[src/rtl/brick_pixel_raster.sv]
// Brick rasterizer: queues brick-origin requests and expands each into a filled
// BRICK_W x BRICK_H block of one-pixel plots. Define BRICK_RASTER_OUTLINE_EN for outlined bricks.
module brick_pixel_raster #(
  parameter int                     BRICK_W        = 10,
  parameter int                     BRICK_H        = 5,
  parameter int                     COLOUR_W       = 3,
  parameter logic [COLOUR_W-1:0]    FILL_COLOUR    = 3'b110,
  parameter logic [COLOUR_W-1:0]    OUTLINE_COLOUR = 3'b111,
  parameter int                     FIFO_DEPTH     = 4
) (
  input  logic                clk,
  input  logic                reset,
  input  logic                draw,
  input  logic [9:0]          x_in,
  input  logic [9:0]          y_in,
  input  logic                erase,
  output logic                ready,
  output logic                busy,
  output logic                plot,
  output logic [9:0]          x_out,
  output logic [9:0]          y_out,
  output logic [COLOUR_W-1:0] colour,
  output logic                done,
  output logic                overflow
);

  localparam int CXW  = (BRICK_W > 1) ? $clog2(BRICK_W) : 1;
  localparam int CYW  = (BRICK_H > 1) ? $clog2(BRICK_H) : 1;
  localparam int AW   = (FIFO_DEPTH > 1) ? $clog2(FIFO_DEPTH) : 1;
  localparam int CNTW = AW + 1;
  localparam int DW   = 21;

  localparam logic [CXW-1:0]  CX_LAST = CXW'(BRICK_W - 1);
  localparam logic [CYW-1:0]  CY_LAST = CYW'(BRICK_H - 1);
  localparam logic [CNTW-1:0] CNT_FULL = CNTW'(FIFO_DEPTH);

  typedef enum logic [1:0] {
    S_IDLE,
    S_PLOT,
    S_DONE
  } state_t;

  // request FIFO
  logic [DW-1:0]   fifo_mem [FIFO_DEPTH];
  logic [AW-1:0]   wr_ptr;
  logic [AW-1:0]   rd_ptr;
  logic [CNTW-1:0] count;
  logic            full;
  logic            empty;
  logic            push;
  logic            pop;
  logic [DW-1:0]   head;

  // FSM and pixel generator
  state_t                state;
  state_t                state_n;
  logic [CXW-1:0]        cx;
  logic [CXW-1:0]        cx_n;
  logic [CYW-1:0]        cy;
  logic [CYW-1:0]        cy_n;
  logic [9:0]            base_x;
  logic [9:0]            base_x_n;
  logic [9:0]            base_y;
  logic [9:0]            base_y_n;
  logic                  erase_q;
  logic                  erase_n;
  logic                  plot_n;
  logic                  done_n;
  logic [9:0]            x_n;
  logic [9:0]            y_n;
  logic [COLOUR_W-1:0]   colour_n;

  assign full  = (count == CNT_FULL);
  assign empty = (count == '0);
  assign push  = draw && !full;
  assign pop   = (state == S_IDLE) && !empty;
  assign head  = fifo_mem[rd_ptr];

  assign ready = !full;
  assign busy  = !empty || (state != S_IDLE);

  // Storage needs no reset: entries are only read once the count says they are valid.
  always_ff @(posedge clk) begin
    if (push) begin
      fifo_mem[wr_ptr] <= {erase, x_in, y_in};
    end
  end

  always_ff @(posedge clk or posedge reset) begin
    if (reset) begin
      wr_ptr   <= '0;
      rd_ptr   <= '0;
      count    <= '0;
      overflow <= 1'b0;
    end else begin
      if (push) begin
        wr_ptr <= wr_ptr + 1'b1;
      end
      if (pop) begin
        rd_ptr <= rd_ptr + 1'b1;
      end
      case ({push, pop})
        2'b10:   count <= count + 1'b1;
        2'b01:   count <= count - 1'b1;
        default: count <= count;
      endcase
      if (draw && full) begin
        overflow <= 1'b1;
      end
    end
  end

  always_ff @(posedge clk or posedge reset) begin
    if (reset) begin
      state   <= S_IDLE;
      cx      <= '0;
      cy      <= '0;
      base_x  <= '0;
      base_y  <= '0;
      erase_q <= 1'b0;
      plot    <= 1'b0;
      done    <= 1'b0;
      x_out   <= '0;
      y_out   <= '0;
      colour  <= '0;
    end else begin
      state   <= state_n;
      cx      <= cx_n;
      cy      <= cy_n;
      base_x  <= base_x_n;
      base_y  <= base_y_n;
      erase_q <= erase_n;
      plot    <= plot_n;
      done    <= done_n;
      x_out   <= x_n;
      y_out   <= y_n;
      colour  <= colour_n;
    end
  end

  // cx/cy name the pixel on the outputs this cycle; next-pixel values feed the output registers.
  always_comb begin
    state_n  = state;
    cx_n     = cx;
    cy_n     = cy;
    base_x_n = base_x;
    base_y_n = base_y;
    erase_n  = erase_q;
    plot_n   = 1'b0;
    done_n   = 1'b0;
    x_n      = x_out;
    y_n      = y_out;
    colour_n = colour;

    case (state)
      S_IDLE: begin
        if (!empty) begin
          {erase_n, base_x_n, base_y_n} = head;
          cx_n    = '0;
          cy_n    = '0;
          plot_n  = 1'b1;
          state_n = S_PLOT;
        end
      end
      S_PLOT: begin
        if (cx == CX_LAST) begin
          cx_n = '0;
          if (cy == CY_LAST) begin
            cy_n    = '0;
            done_n  = 1'b1;
            state_n = S_DONE;
          end else begin
            cy_n   = cy + 1'b1;
            plot_n = 1'b1;
          end
        end else begin
          cx_n   = cx + 1'b1;
          plot_n = 1'b1;
        end
      end
      S_DONE: begin
        state_n = S_IDLE;
      end
      default: begin
        state_n = S_IDLE;
      end
    endcase

    if (plot_n) begin
      x_n      = base_x_n + 10'(cx_n);
      y_n      = base_y_n + 10'(cy_n);
      colour_n = FILL_COLOUR;
`ifdef BRICK_RASTER_OUTLINE_EN
      if ((cx_n == '0) || (cx_n == CX_LAST) || (cy_n == '0) || (cy_n == CY_LAST)) begin
        colour_n = OUTLINE_COLOUR;
      end
`endif
      if (erase_n) begin
        colour_n = '0;
      end
    end
  end

`ifndef BRICK_RASTER_OUTLINE_EN
  logic unused_outline;
  assign unused_outline = ^OUTLINE_COLOUR;
`endif

endmodule

[config.mk]
export PLATFORM = sky130hd
export DESIGN_NAME = brick_pixel_raster
export DESIGN_NICKNAME = d
export VERILOG_FILES = /design/src/rtl/brick_pixel_raster.sv
export SDC_FILE = /design/constraint.sdc
export NUM_CORES = 1
export LEC_CHECK = 0
export ABC_CLOCK_PERIOD_IN_PS = 2870
export CAP_MARGIN = 20
export CORE_ASPECT_RATIO = 0.9
export CORE_MARGIN = 5
export CORE_UTILIZATION = 35
export DETAILED_ROUTE_END_ITERATION = 7
export GPL_ROUTABILITY_DRIVEN = 0
export PLACE_DENSITY = 0.52
export SLEW_MARGIN = 10
export SYNTH_ARGS = -nofsm -noshare
export SYNTH_HDL_FRONTEND = slang
export SYNTH_SLANG_ARGS = --single-unit
[constraint.sdc]
create_clock -name clk -period 2.87 [get_ports clk]
set_input_delay 0.4305 -clock clk [delete_from_list [all_inputs] [get_ports clk]]
set_output_delay 0.4305 -clock clk [all_outputs]
set_load 0.05 [all_outputs]
==> results by group, run 1 <==
Logic synthesis
  – Yosys warnings: 0
  – Distinct cells, synth: 62
  – Most used DFF post-synth: edfxtp_1
  – Fraction of registers with async set/reset: 0.421
  – Synth Register Bits: 145
  – Post-Synthesis Cells: 440
  – Syn nets: approximately 480
  – Synth Cell Area: around 6300 sq um
  – Post-synth EDFFs: 84
  – Syn Area/Cell: approximately 14 sq um
  – Sequential-to-total area share from yosys stat: 0.647

Worst hold path
  – Min-Delay Path Class: in2async

Clock tree
  – Cts bufs inserted: 17
  – Clock sink total: 145
  – Clock root buffer: clkbuf_16
  – Clock Latency Late Sink: 430 ps
  – Htree depth: 4
  – CTS clk-pin slew, worst paths: about 70 ps
  – Hold_buf cts: 0
  – Clk buf depth: 2
  – CTS tree: done

Route
  – Antenna-violating nets left: 0
  – 1st-iter DRT viols: 300
  – Via count: roughly 3.8k
  – Vias per cell: 4.96
  – WL final: 13100 um
  – Drc violations: 0
  – Drt pass-1 iters: 4
  – Routed wire length per instance: about 17 um

Placed design
  – I/O Buffers: 50
  – Placed cell count: about 730
  – Post-DP HPWL: 9140 um

Pwr
  – Total power: 0.00547 W
  – Net Sw Frac: 0.244
  – Sw power: ~0.0013 W
  – Pwr Density: 704 nW/um^2
  – Leakage: 3.03 nW
  – Clk network pwr share: 0.406
  – Reg power frac: 0.479
  – Worst vdd ir: approximately 0.0004 V
  – Pint: 0.00413 W
  – Gate power share: 0.115

STA
  – Final min period: 2740 ps
  – Pins over their slew limit: 0
  – Worst-Margin Slew: 676 ps
  – Final period util: 0.955
  – Final hold violations: 0
  – Setup TNS: 0 ps
  – Fmax: between 300 and 400 MHz
  – Slew HR: 0.550
  – Final setup vio count: 0
  – RSZ-0062 raised after global routing: yes
  – Final setup skew: 12.1 ps

Global routing
  – Pin count of the biggest net entering global routing: 39
  – Initial antenna violation count: 0
  – Gr usage total: 0.136
  – First-pass GRT wire length: roughly 21000 um
  – Vias in the first global route: 3958
  – Total grt overflow: 0

Final layout
  – Area of the multi-input gates: 2080 sq um
  – Final net count: 555
  – Final std cells w/o fill: 765
  – Antenna Cells: 0
  – Reg area: between 4000 and 5000 sq um
  – Synth-to-Final Area Change: 24.2%
  – Fraction of layout cells with a size suffix above 1: 0.168
  – Fill cells: 1614

Critical path
  – Largest fanout on the critical path: 5
  – CP Launch Type: register
  – R2R depth: 12
  – Crit path required time: around 3200 ps
  – CP Cell Sequence: or3_1 -> nand2_2 -> nand2_1 -> nand2_1 -> ha_2 -> inv_1 -> fa_1 -> inv_1 -> a21o_1 -> a21oi_2 -> or3_1 -> a211oi_1
  – Crit path largest cell delay: about 440 ps
  – Kind of critical path: reg2reg
  – Worst EP arrival: 3060 ps
  – Buffers plus inverters on the worst setup path: 2
  – Crit path max-delay cell type: dfrtp_2
  – Crit. End Element: register
  – CP top delay family: simple AND/OR/NAND/NOR gates
  – Critical path depth: 12

Floorplanning
  – Die width: ~150 um
  – Initial core utilization: 0.355
  – Die height: roughly 140 um
  – # IOs: 52
  – Cell row count: 46
  – Full die area: 20700 sq um
  – Core area: 17600 sq um

Flow run
  – Max-cap violations: 0

Run status
  – Status: completed
## cells in the mapped netlist, drive strengths merged (4+ instances only)
cell type  count  area (sq um)
a22oi          4          30.0
and3          10          63.8
nand3          9          50.1
xor2           4          35.0
clkbuf         4          15.0
o21ai         23           115
dfrtp         61          1530
a21oi         15          75.1
o31ai          6          50.1
o21a           4          30.0
nor2          19          81.3
o22ai          6          43.8
nor3           9          50.1
mux4          21           510
ha            16           200
edfxtp        84          2520
inv           20          75.1
xnor2          8          70.1
nand2         61           231
a21boi         4          33.8
buf           12          96.3
## metal layers
metal	global-route usage	part of all wire	routed length, um	up-vias
li1	-	-	-	1783
met1	0.184	0.46	5980	1914
met2	0.209	0.48	6240	79
met3	0.0384	0.049	648	22
met4	0.0534	0.018	240	0
met5	0	0	0	-
## cell usage in the layout, fill, tap and decap left out, types with 8 or more instances in the layout
master | synthesis | routed
edfxtp_1 | 84 | 84
dfrtp_1 | 61 | 59
nand2_1 | 60 | 58
clkdlybuf4s50_1 | 0 | 50
o21ai_0 | 22 | 21
inv_1 | 19 | 18
clkbuf_16 | 0 | 17
buf_4 | 2 | 17
nor2_1 | 17 | 16
ha_1 | 16 | 15
a21oi_1 | 15 | 12
mux4_2 | 11 | 11
mux4_1 | 10 | 10
and3_1 | 9 | 9
xnor2_1 | 8 | 8
nor3_1 | 8 | 8
nand3_1 | 8 | 8
## power by group through the flow
stage                     combinational [W]  clock (W)  sequential, W
final                              0.000629    0.00222        0.00262
after global routing               0.000690    0.00237        0.00265
after CTS                          0.000649    0.00227        0.00262
after detailed placement           0.000648          0        0.00266
after global placement             0.000638          0        0.00265
after floorplan                    0.000381          0        0.00266
## registers in the layout, indices dropped and copies added (netlist names), 2 cells and up
register / flops
fifo_mem: 84
base_x: 10
base_y: 10
x_out: 10
y_out: 10
cx: 4
count: 3
cy: 3
rd_ptr: 2
state: 2
wr_ptr: 2
## area by class of cell
type,instances,area share
multi-input cells,259,0.268
inverters,20,0.00966
repair buffers,69,0.0860
well taps,240,0.0386
flip-flops and latches,145,0.521
clock inverters,12,0.0205
clock buffers,20,0.0562
## worst paths after layout
| check | startpoint | to | slack [ps] |
|---|---|---|---|
| max | count[0] | x_out[8] | 130 |
| min | reset | base_y[1] | 380 |
| max reg2reg | count[0] | x_out[8] | 130 |
| min reg2reg | y_out[0] | y_out[0] | 470 |
| max in group asynchronous | reset | base_x[8] | 1900 |
| min in group clk | y_out[0] | y_out[0] | 470 |
## what timing repair did
item | 4_1_cts | 5_1_grt
setup buffers | 0 | 1
setup endpoints to repair | 0 | 10
resized for setup | 0 | 14
## cell families (layout without fill, tap and decap cells)
kind of cell    Yosys count  after routing  share of synthesized area
flops                   145            145                      0.647
simple gates            123            123                     0.0928
compound gates           80             80                     0.0844
buf+inv                  36            121                     0.0298
mux                      24             24                     0.0868
fa+ha+maj                19             19                     0.0416
xor+xnor                 12             12                     0.0168
other cells               1              1                   0.000599
## through the flow
stage	worst slack (ps)	hold WS (ps)	area, sq um	utilization
floorplan	2.98	436	6270	-
global placement	97.3	455	7120	0.404
detailed placement	56.2	462	7120	0.404
CTS	4.59	393	7710	0.438
global route	-57.6	437	7770	0.441
finish	130	380	7770	0.441
Note: power is estimated with default switching activity, not from simulation.
==> inputs of run 2 (changes only) <==
--- a/config.mk
+++ b/config.mk
@@ -13,6 +13,7 @@
 export DETAILED_ROUTE_END_ITERATION = 7
 export GPL_ROUTABILITY_DRIVEN = 0
 export PLACE_DENSITY = 0.52
+export RECOVER_POWER = 100
 export SLEW_MARGIN = 10
 export SYNTH_ARGS = -nofsm -noshare
 export SYNTH_HDL_FRONTEND = slang
==> results by group, run 2 (synthesis results as in run 1) <==
Global routing
  – Total grt overflow: 0 (unchanged)
  – Initial antenna violation count: 0 (unchanged)
  – First-pass GRT wire length: 21300 um (unchanged)
  – Pin count of the biggest net entering global routing: 39 (unchanged)
  – Gr usage total: 0.136 (unchanged)
  – Vias in the first global route: 3958 (unchanged)

STA
  – Worst-Margin Slew: 973 ps (was 676 ps)
  – Final setup skew: 9.23 ps (was 12.1 ps)
  – Final min period: 2740 ps (about the same)
  – Final period util: 0.954 (was 0.955)
  – Slew HR: 0.352 (was 0.550)
  – Fmax: 365 MHz (about the same)
  – Pins over their slew limit: 0 (unchanged)
  – Setup ws final: 133 ps (was 130 ps)
  – RSZ-0062 raised after global routing: yes (unchanged)
  – Setup TNS: 0 ps (unchanged)
  – Final setup vio count: 0 (unchanged)
  – Final hold violations: 0 (unchanged)

Worst hold path
  – Min-Delay Path Class: reg2reg (was in2async)
  – Worst Min Path Start: y_out[0]
  – Hold Path Stages: 2

Final layout
  – Antenna Cells: 0 (unchanged)
  – Final net count: 555 (unchanged)
  – Biggest register: fifo_mem (unchanged)
  – Most common cell after layout, fill and taps aside: edfxtp_1 (unchanged)
  – Most frequent cells in the layout: edfxtp_1 (84), dfrtp_1 (59), nand2_1 (58) (unchanged)
  – Final std cells w/o fill: 765 (unchanged)
  – Finished Cell Area: 7750 sq um (was 7770 sq um)
  – Largest register FFs: 84 (unchanged)
  – Synth-to-Final Area Change: 24.0% (was 24.2%)
  – Fraction of layout cells with a size suffix above 1: 0.166 (was 0.168)

Critical path
  – R2R depth: 12 (unchanged)
  – Crit path required time: 3190 ps (about the same)
  – Worst EP arrival: 3060 ps (about the same)
  – Critical path startpoint: count[0] (unchanged)
  – Reg-to-Reg End: x_out[8] (unchanged)
  – R2r startpoint: count[0] (unchanged)
  – Kind of critical path: reg2reg (unchanged)
  – Crit. End Element: register (unchanged)
  – Reg2Reg Setup Slack: 130 ps (about the same)
  – Largest fanout on the critical path: 5 (unchanged)
  – Crit path to: x_out[8] (unchanged)
  – CP Launch Type: register (unchanged)

Route
  – 1st-iter DRT viols: 320 (was 300)
  – Routed wire length per instance: 17.1 um (about the same)
  – Via count: 3804 (was 3798)
  – Antenna-violating nets left: 0 (unchanged)
  – Vias per cell: 4.97 (was 4.96)
  – Drt pass-1 iters: 4 (unchanged)
  – WL final: 13100 um (about the same)
  – Drc violations: 0 (unchanged)

Pwr
  – Total power: 0.00546 W (was 0.00547 W)
  – Sw power: 0.00133 W (was 0.00134 W)
  – Worst vdd ir: 0.000411 V (was 0.000410 V)
  – Clk network pwr share: 0.407 (was 0.406)
  – Reg power frac: 0.480 (was 0.479)
  – Gate power share: 0.113 (was 0.115)
  – Leakage: 3.03 nW (about the same)
  – Net Sw Frac: 0.244 (about the same)
  – Pwr Density: 704 nW/um^2 (about the same)
  – Pint: 0.00413 W (about the same)

Floorplanning
  – Cell row count: 46 (unchanged)
  – Initial core utilization: 0.355 (unchanged)
  – Full die area: 20700 sq um (unchanged)
  – Core area: 17600 sq um (unchanged)
  – # IOs: 52 (unchanged)
  – Die width: 151 um (unchanged)
  – Die height: 137 um (unchanged)

Clock tree
  – Cts bufs inserted: 17 (unchanged)
  – Clock sink total: 145 (unchanged)
  – CTS clk-pin slew, worst paths: 60 ps (was 70 ps)
  – Clk buf depth: 2 (unchanged)
  – Clock Latency Late Sink: 420 ps (was 430 ps)
  – Clock root buffer: clkbuf_16 (unchanged)
  – Htree depth: 4 (unchanged)
  – CTS tree: done (unchanged)

Placed design
  – Setup WS pre-CTS: 56.2 ps (unchanged)
  – Placed inst area: 7120 sq um (unchanged)
  – I/O Buffers: 50 (unchanged)
  – Post-DP HPWL: 9140 um (unchanged)
  – Placed cell count: 732 (unchanged)

Run status
  – Status: completed (unchanged)

Flow run
  – Max-cap violations: 0 (unchanged)
run 2: area by class of cell:
cell class,count,area (sq um)
timing repair buffer,69,653
inverter,20,75.1
clock buffer,20,437
multi-input combinational,259,2080
fill,1615,9860
clock inverter,12,159
sequential,145,4050
tap,240,300
run 2: per-layer routing:
| metal | vias to the layer above | share of wire | track usage |
|---|---|---|---|
| li1 | 1778 | - | - |
| met1 | 1912 | 0.46 | 0.184 |
| met2 | 90 | 0.47 | 0.209 |
| met3 | 24 | 0.047 | 0.0384 |
| met4 | 0 | 0.019 | 0.0534 |
| met5 | - | 0 | 0 |
run 2: power by group through the flow:
stage	logic, W	clock network, W	registers [W]
after floorplan	0.000381	0	0.00266
after global placement	0.000638	0	0.00265
after detailed placement	0.000648	0	0.00266
after CTS	0.000649	0.00227	0.00262
after global routing	0.000681	0.00237	0.00265
final	0.000618	0.00222	0.00262
run 2: critical path, stage by stage, from the launching register on:
cell      delay (ps)
dfrtp_2          440
or3_1            410
nand2_2          110
nand2_1           60
nand2_1          100
ha_2             210
inv_1             70
fa_1             410
inv_1             70
a21o_1           110
a21oi_2           70
or3_1            360
a211oi_1         200
run 2: what timing repair did:
item                                    in CTS  in global routing
setup buffers                                0                  1
resized for setup                            0                 14
hold buffers                                 0                  0
endpoints found under the setup margin       0                 10
run 2: per-stage QoR:
stage | hold slack (ps) | utilization
2_1_floorplan | 436 | -
3_3_place_gp | 455 | 0.404
4_1_cts | 393 | 0.438
6_report | 467 | 0.440
5_1_grt | 492 | 0.440
3_5_place_dp | 462 | 0.404
run 2: worst min path at each step:
stage                     slack [ps]        end
after global routing             490   y_out[0]
after CTS                        390  base_y[1]
after detailed placement         460   y_out[0]
after global placement           450   x_out[0]
after floorplan                  440    erase_q
final                            470   y_out[0]
==> patch 1, RTL diff (config.mk and constraints of run 2) <==
Encoding of `state_t`: now one-hot (3 bits for 3 states).
--- a/src/rtl/brick_pixel_raster.sv
+++ b/src/rtl/brick_pixel_raster.sv
@@ -34,10 +34,10 @@
   localparam logic [CYW-1:0]  CY_LAST = CYW'(BRICK_H - 1);
   localparam logic [CNTW-1:0] CNT_FULL = CNTW'(FIFO_DEPTH);
 
-  typedef enum logic [1:0] {
-    S_IDLE,
-    S_PLOT,
-    S_DONE
+  typedef enum logic [2:0] {
+    S_IDLE = 3'b001,
+    S_PLOT = 3'b010,
+    S_DONE = 3'b100
   } state_t;
 
   // request FIFO
Function: same outputs for any inputs over 10 cycles, from zero or initial values and one cycle with reset high; not proved beyond that.
==> patch 1 against run 2 <==
Setup slack better by 35 ps. Power increased by 3.3%. Via count decreased by 7.5%. Sequential cell count increased by 1. Cell area fell by 2.2%. Maximum frequency rose by 1.3%. Final cell count is 3.8% lower. Wire length down 7.8%. Area after synthesis is 2.6% lower.
==> patch 1: results (changes against run 2) <==
stage	metric	value	unit	change
status	outcome	finished clean		
place	place_ws	-1.246	ps	-57.44 ps
min_path	min_from	base_x[0]		
logic_synthesis	synthAdderAreaFrac	4.272	%	+0.11 points
power	p_leak	2.940	nW	-3.0%
logic_synthesis	postSynth.asyncResetShare	42.47	%	+0.40 points
power	powerClk	0.00213	W	-4%
power	power_frac_seq	47.3	%	-0.7 points
place	dp_hpwl	8348	um	-8.6%
logic_synthesis	synth_compound_gate_area_share	4.724	%	-3.7 points
grt	grt_pass1_vias	3489		-12%
critical_path	rr_startpoint	state[0]		
logic_synthesis	synth_xor_area_share	3.163	%	+1.5 points
detailed_routing	viasPerCell	4.783		-3.8%
logic_synthesis	synthTopCellsByCount	84 x edfxtp_1, 61 x dfrtp_1, 56 x nand2_1		
final_layout	finalNetCount	531		-4.3%
grt	grt_use_total	12.87	%	-0.76 points
critical_path	critPathArrivalTime	2990	ps	-70 ps
detailed_routing	drt_iter0_drc	178		-44%
logic_synthesis	synthMuxAreaShare	10.62	%	+1.9 points
min_path	min_delay_worst_endpoint	base_x[0]		
logic_synthesis	synthTopCellsByArea	edfxtp_1 41%, dfrtp_1 25%, mux4_2 7.8%, nand2_1 3.5%, ha_1 3.3%		
final_layout	drive_gt1_share	19.56	%	+3.0 points
logic_synthesis	synth_nets	448		-7.2%
critical_path	critPathSlowestCell	dfstp_2		
critical_path	slowest_delay	550	ps	+110 ps
logic_synthesis	ys_seq_area_share	66.89	%	+2.2 points
critical_path	reg2reg_to	y_out[8]		
critical_path	regToRegSetupSlack	170	ps	+30 ps
sta	relSlewSlack	4.885	%	-30 points
detailed_routing	wl_per_cell	16.41	um	-4.1%
grt	grt_pass1_wl	19510	um	-8.2%
patch 1: changes by cell type in the layout (fill, tap and decap cells not counted), moves of 6 or more:
cell,change
a21oi_1,+6
clkbuf_1,+6
clkdlybuf4s50_1,-25
dlygate4sd3_1,+25
inv_1,-8
mux4_1,-10
mux4_2,+10
nor3_1,-7
o21ai_0,-9
patch 1: cells by family (layout without fill, tap and decap cells):
family | count (synthesis) | after routing
AND/OR/NAND/NOR | 105 | 105
adder cells (fa/ha/maj) | 19 | 19
flip-flops | 146 | 146
XOR/XNOR | 22 | 22
other | 1 | 1
buffers and inverters | 27 | 123
AO/OA/AOI/OAI | 49 | 49
multiplexers | 36 | 36
patch 1: cell type report:
cell class | count | share of cell area, %
Clock buffer | 17 | 5.610
Clock inverter | 15 | 1.947
Inverter | 13 | 0.6765
Multi-Input combinational cell | 232 | 25.08
Sequential cell | 146 | 53.75
Tap cell | 235 | 3.877
Timing Repair Buffer | 78 | 9.058
patch 1: routing by layer:
layer	up-vias	share of wire, %	global-route usage [%]
li1	1647	-	-
met1	1785	49	18.88
met2	74	46	18.42
met3	14	4.7	4.182
met4	0	1.0	3.508
met5	-	0	0
patch 1: through the flow:
step                      setup TNS, ps  std cells  area (um^2)
after detailed placement         -1.246        703         7030
after CTS                             0        735         7607
after global routing                  0        736         7584
after global placement           -12.64        703         7030
after floorplan                       0        405         6108
final                                 0        736         7584
patch 1: critical path: cells and delay by family (launching register included):
family          cells  cell delay [ps]
compound gates      3              370
xor+xnor            1              180
fa+ha+maj           2              620
buf+inv             1              190
flops               1              550
simple gates        5              660
patch 1: timing repair:
| item | in CTS | in global routing |
|---|---|---|
| gates resized for setup | 1 | 9 |
| setup buffers | 0 | 1 |
| pin swaps | 0 | 3 |
| setup endpoints to repair | 1 | 11 |
==> patch 2, RTL diff (config.mk and constraints of run 2) <==
Made on the original files. Change the parameter `BRICK_W` from 10 to 8.
--- a/src/rtl/brick_pixel_raster.sv
+++ b/src/rtl/brick_pixel_raster.sv
@@ -1,7 +1,7 @@
 // Brick rasterizer: queues brick-origin requests and expands each into a filled
 // BRICK_W x BRICK_H block of one-pixel plots. Define BRICK_RASTER_OUTLINE_EN for outlined bricks.
 module brick_pixel_raster #(
-  parameter int                     BRICK_W        = 10,
+  parameter int                     BRICK_W        = 8,
   parameter int                     BRICK_H        = 5,
   parameter int                     COLOUR_W       = 3,
   parameter logic [COLOUR_W-1:0]    FILL_COLOUR    = 3'b110,
Behaviour: same outputs for any inputs over 10 cycles, from zero or initial values and one cycle with reset high; that may be too few to reach the edited logic, so the function may still have changed.
==> patch 2 against run 2 <==
The flow now finishes with violations (max-capacitance violations, max-slew violations). Die area down 2.4%. Final cell count is 6.1% lower. Cell area decreased by 4.0%. Count of clock-buffer cells in the layout down 1. Maximum frequency is 1.6% higher. Sequential cell count decreased by 1. First-iteration DRC count is 13% lower. Worst hold slack worse by 7.6 ps. Area after synthesis shrank 2.6%. Wire length down 5.6%. Setup slack better by 44 ps.
Power is not compared: it rests on default switching activity, and its combinational part moved more than twofold at a synthesized area within 25%.
==> patch 2: results (changes against run 2) <==
stage	metric	value	unit	change
sta	finalWorstSetupSlack	177.1	ps	+43.90 ps
detailed_routing	viasPerCell	4.760		-4.3%
grt	use_met3	3.781	%	-0.061 points
detailed_routing	wl_met2	5688	um	-8.3%
logic_synthesis	synth_nets	441		-8.7%
grt	grt_use_total	13.45	%	-0.19 points
critical_path	slowest_delay	410	ps	-30 ps
final_layout	finalNetCount	513		-7.6%
min_path	min_delay_worst_endpoint	x_out[0]		
detailed_routing	wl_per_cell	17.21	um	+0.56%
final_layout	fillCellCount	1562		-3.3%
detailed_routing	wl_met3	456	um	-27%
status	violations	max-capacitance violations, max-slew violations		
grt	grt_max_degree	61		+56%
logic_synthesis	synthTopCellsByCount	84 x edfxtp_1, 60 x dfrtp_1, 53 x nand2_1		
critical_path	setup.worst_path.end	x_out[6]		
final_layout	nClkBuffers	19		-5.0%
job	maxCapViolCount	1		+1
place	place_ws	24.27	ps	-31.92 ps
logic_synthesis	synth_compound_gate_area_share	6.814	%	-1.6 points
cts	cts.sinks	144		-0.69%
final_layout	sh_seq_area	54.04	%	+1.8 points
status	outcome	finished with violations		
detailed_routing	wl_met1	5999	um	-0.37%
final_layout	n_all_inverters	14		-30%
logic_synthesis	ys_seq_area_share	66.01	%	+1.3 points
logic_synthesis	synthTopCellsByArea	edfxtp_1 41%, dfrtp_1 25%, mux4_2 5.9%, ha_1 3.3%, nand2_1 3.3%		
place	dp_hpwl	8256	um	-9.6%
sta	slew_violations	61		+61
critical_path	rr_startpoint	cx[0]		
logic_synthesis	synth_xor_area_share	2.011	%	+0.33 points
logic_synthesis	synthMuxAreaShare	10.18	%	+1.5 points
critical_path	critPathArrivalTime	2960	ps	-100 ps
detailed_routing	drt_iter0_drc	278		-13%
sta	fin_skew	5.388	ps	-3.837 ps
logic_synthesis	synth_cell_type_count	50		-19%
logic_synthesis	syn_inst	398		-9.5%
grt	grtUsageMet1	18.60	%	+0.17 points
min_path	min_from	x_out[0]		
final_layout	multiInputGateArea	1911	um^2	-8.1%
critical_path	r2r_cells	11		-1
grt	grtUsageMet2	20.01	%	-0.90 points
final_layout	layout.nonclk_buf_share	8.332	%	-0.090 points
## patch 2: changes by cell type in the layout (fill, tap and decap cells not counted), sizes merged, moves of 5 or more
cell | before | now
a31oi | 1 | 6
and4 | 2 | 7
buf | 18 | 9
clkbuf | 21 | 29
clkdlybuf4s50 | 28 | 1
dlygate4sd3 | 22 | 49
inv | 22 | 16
mux2 | 2 | 9
nand2 | 61 | 53
nor2 | 19 | 9
nor3 | 9 | 2
o21ai | 23 | 12
o22ai | 6 | 1
## patch 2: power by group through the flow
stage                     Clock, W  Combinational [W]  Sequential, W
after floorplan                  0            0.00220        0.00370
after CTS                  0.00211            0.00392        0.00318
final                      0.00203            0.00373        0.00317
after global routing       0.00219            0.00409        0.00325
after global placement           0            0.00386        0.00318
after detailed placement         0            0.00389        0.00321
## patch 2: metrics by stage
step	area, um^2	instances	hold WS (ps)
detailed placement	6949	686	460.3
floorplan	6105	398	436.0
global route	7448	718	500.3
CTS	7498	718	390.2
global placement	6949	686	456.6
finish	7448	718	459.8
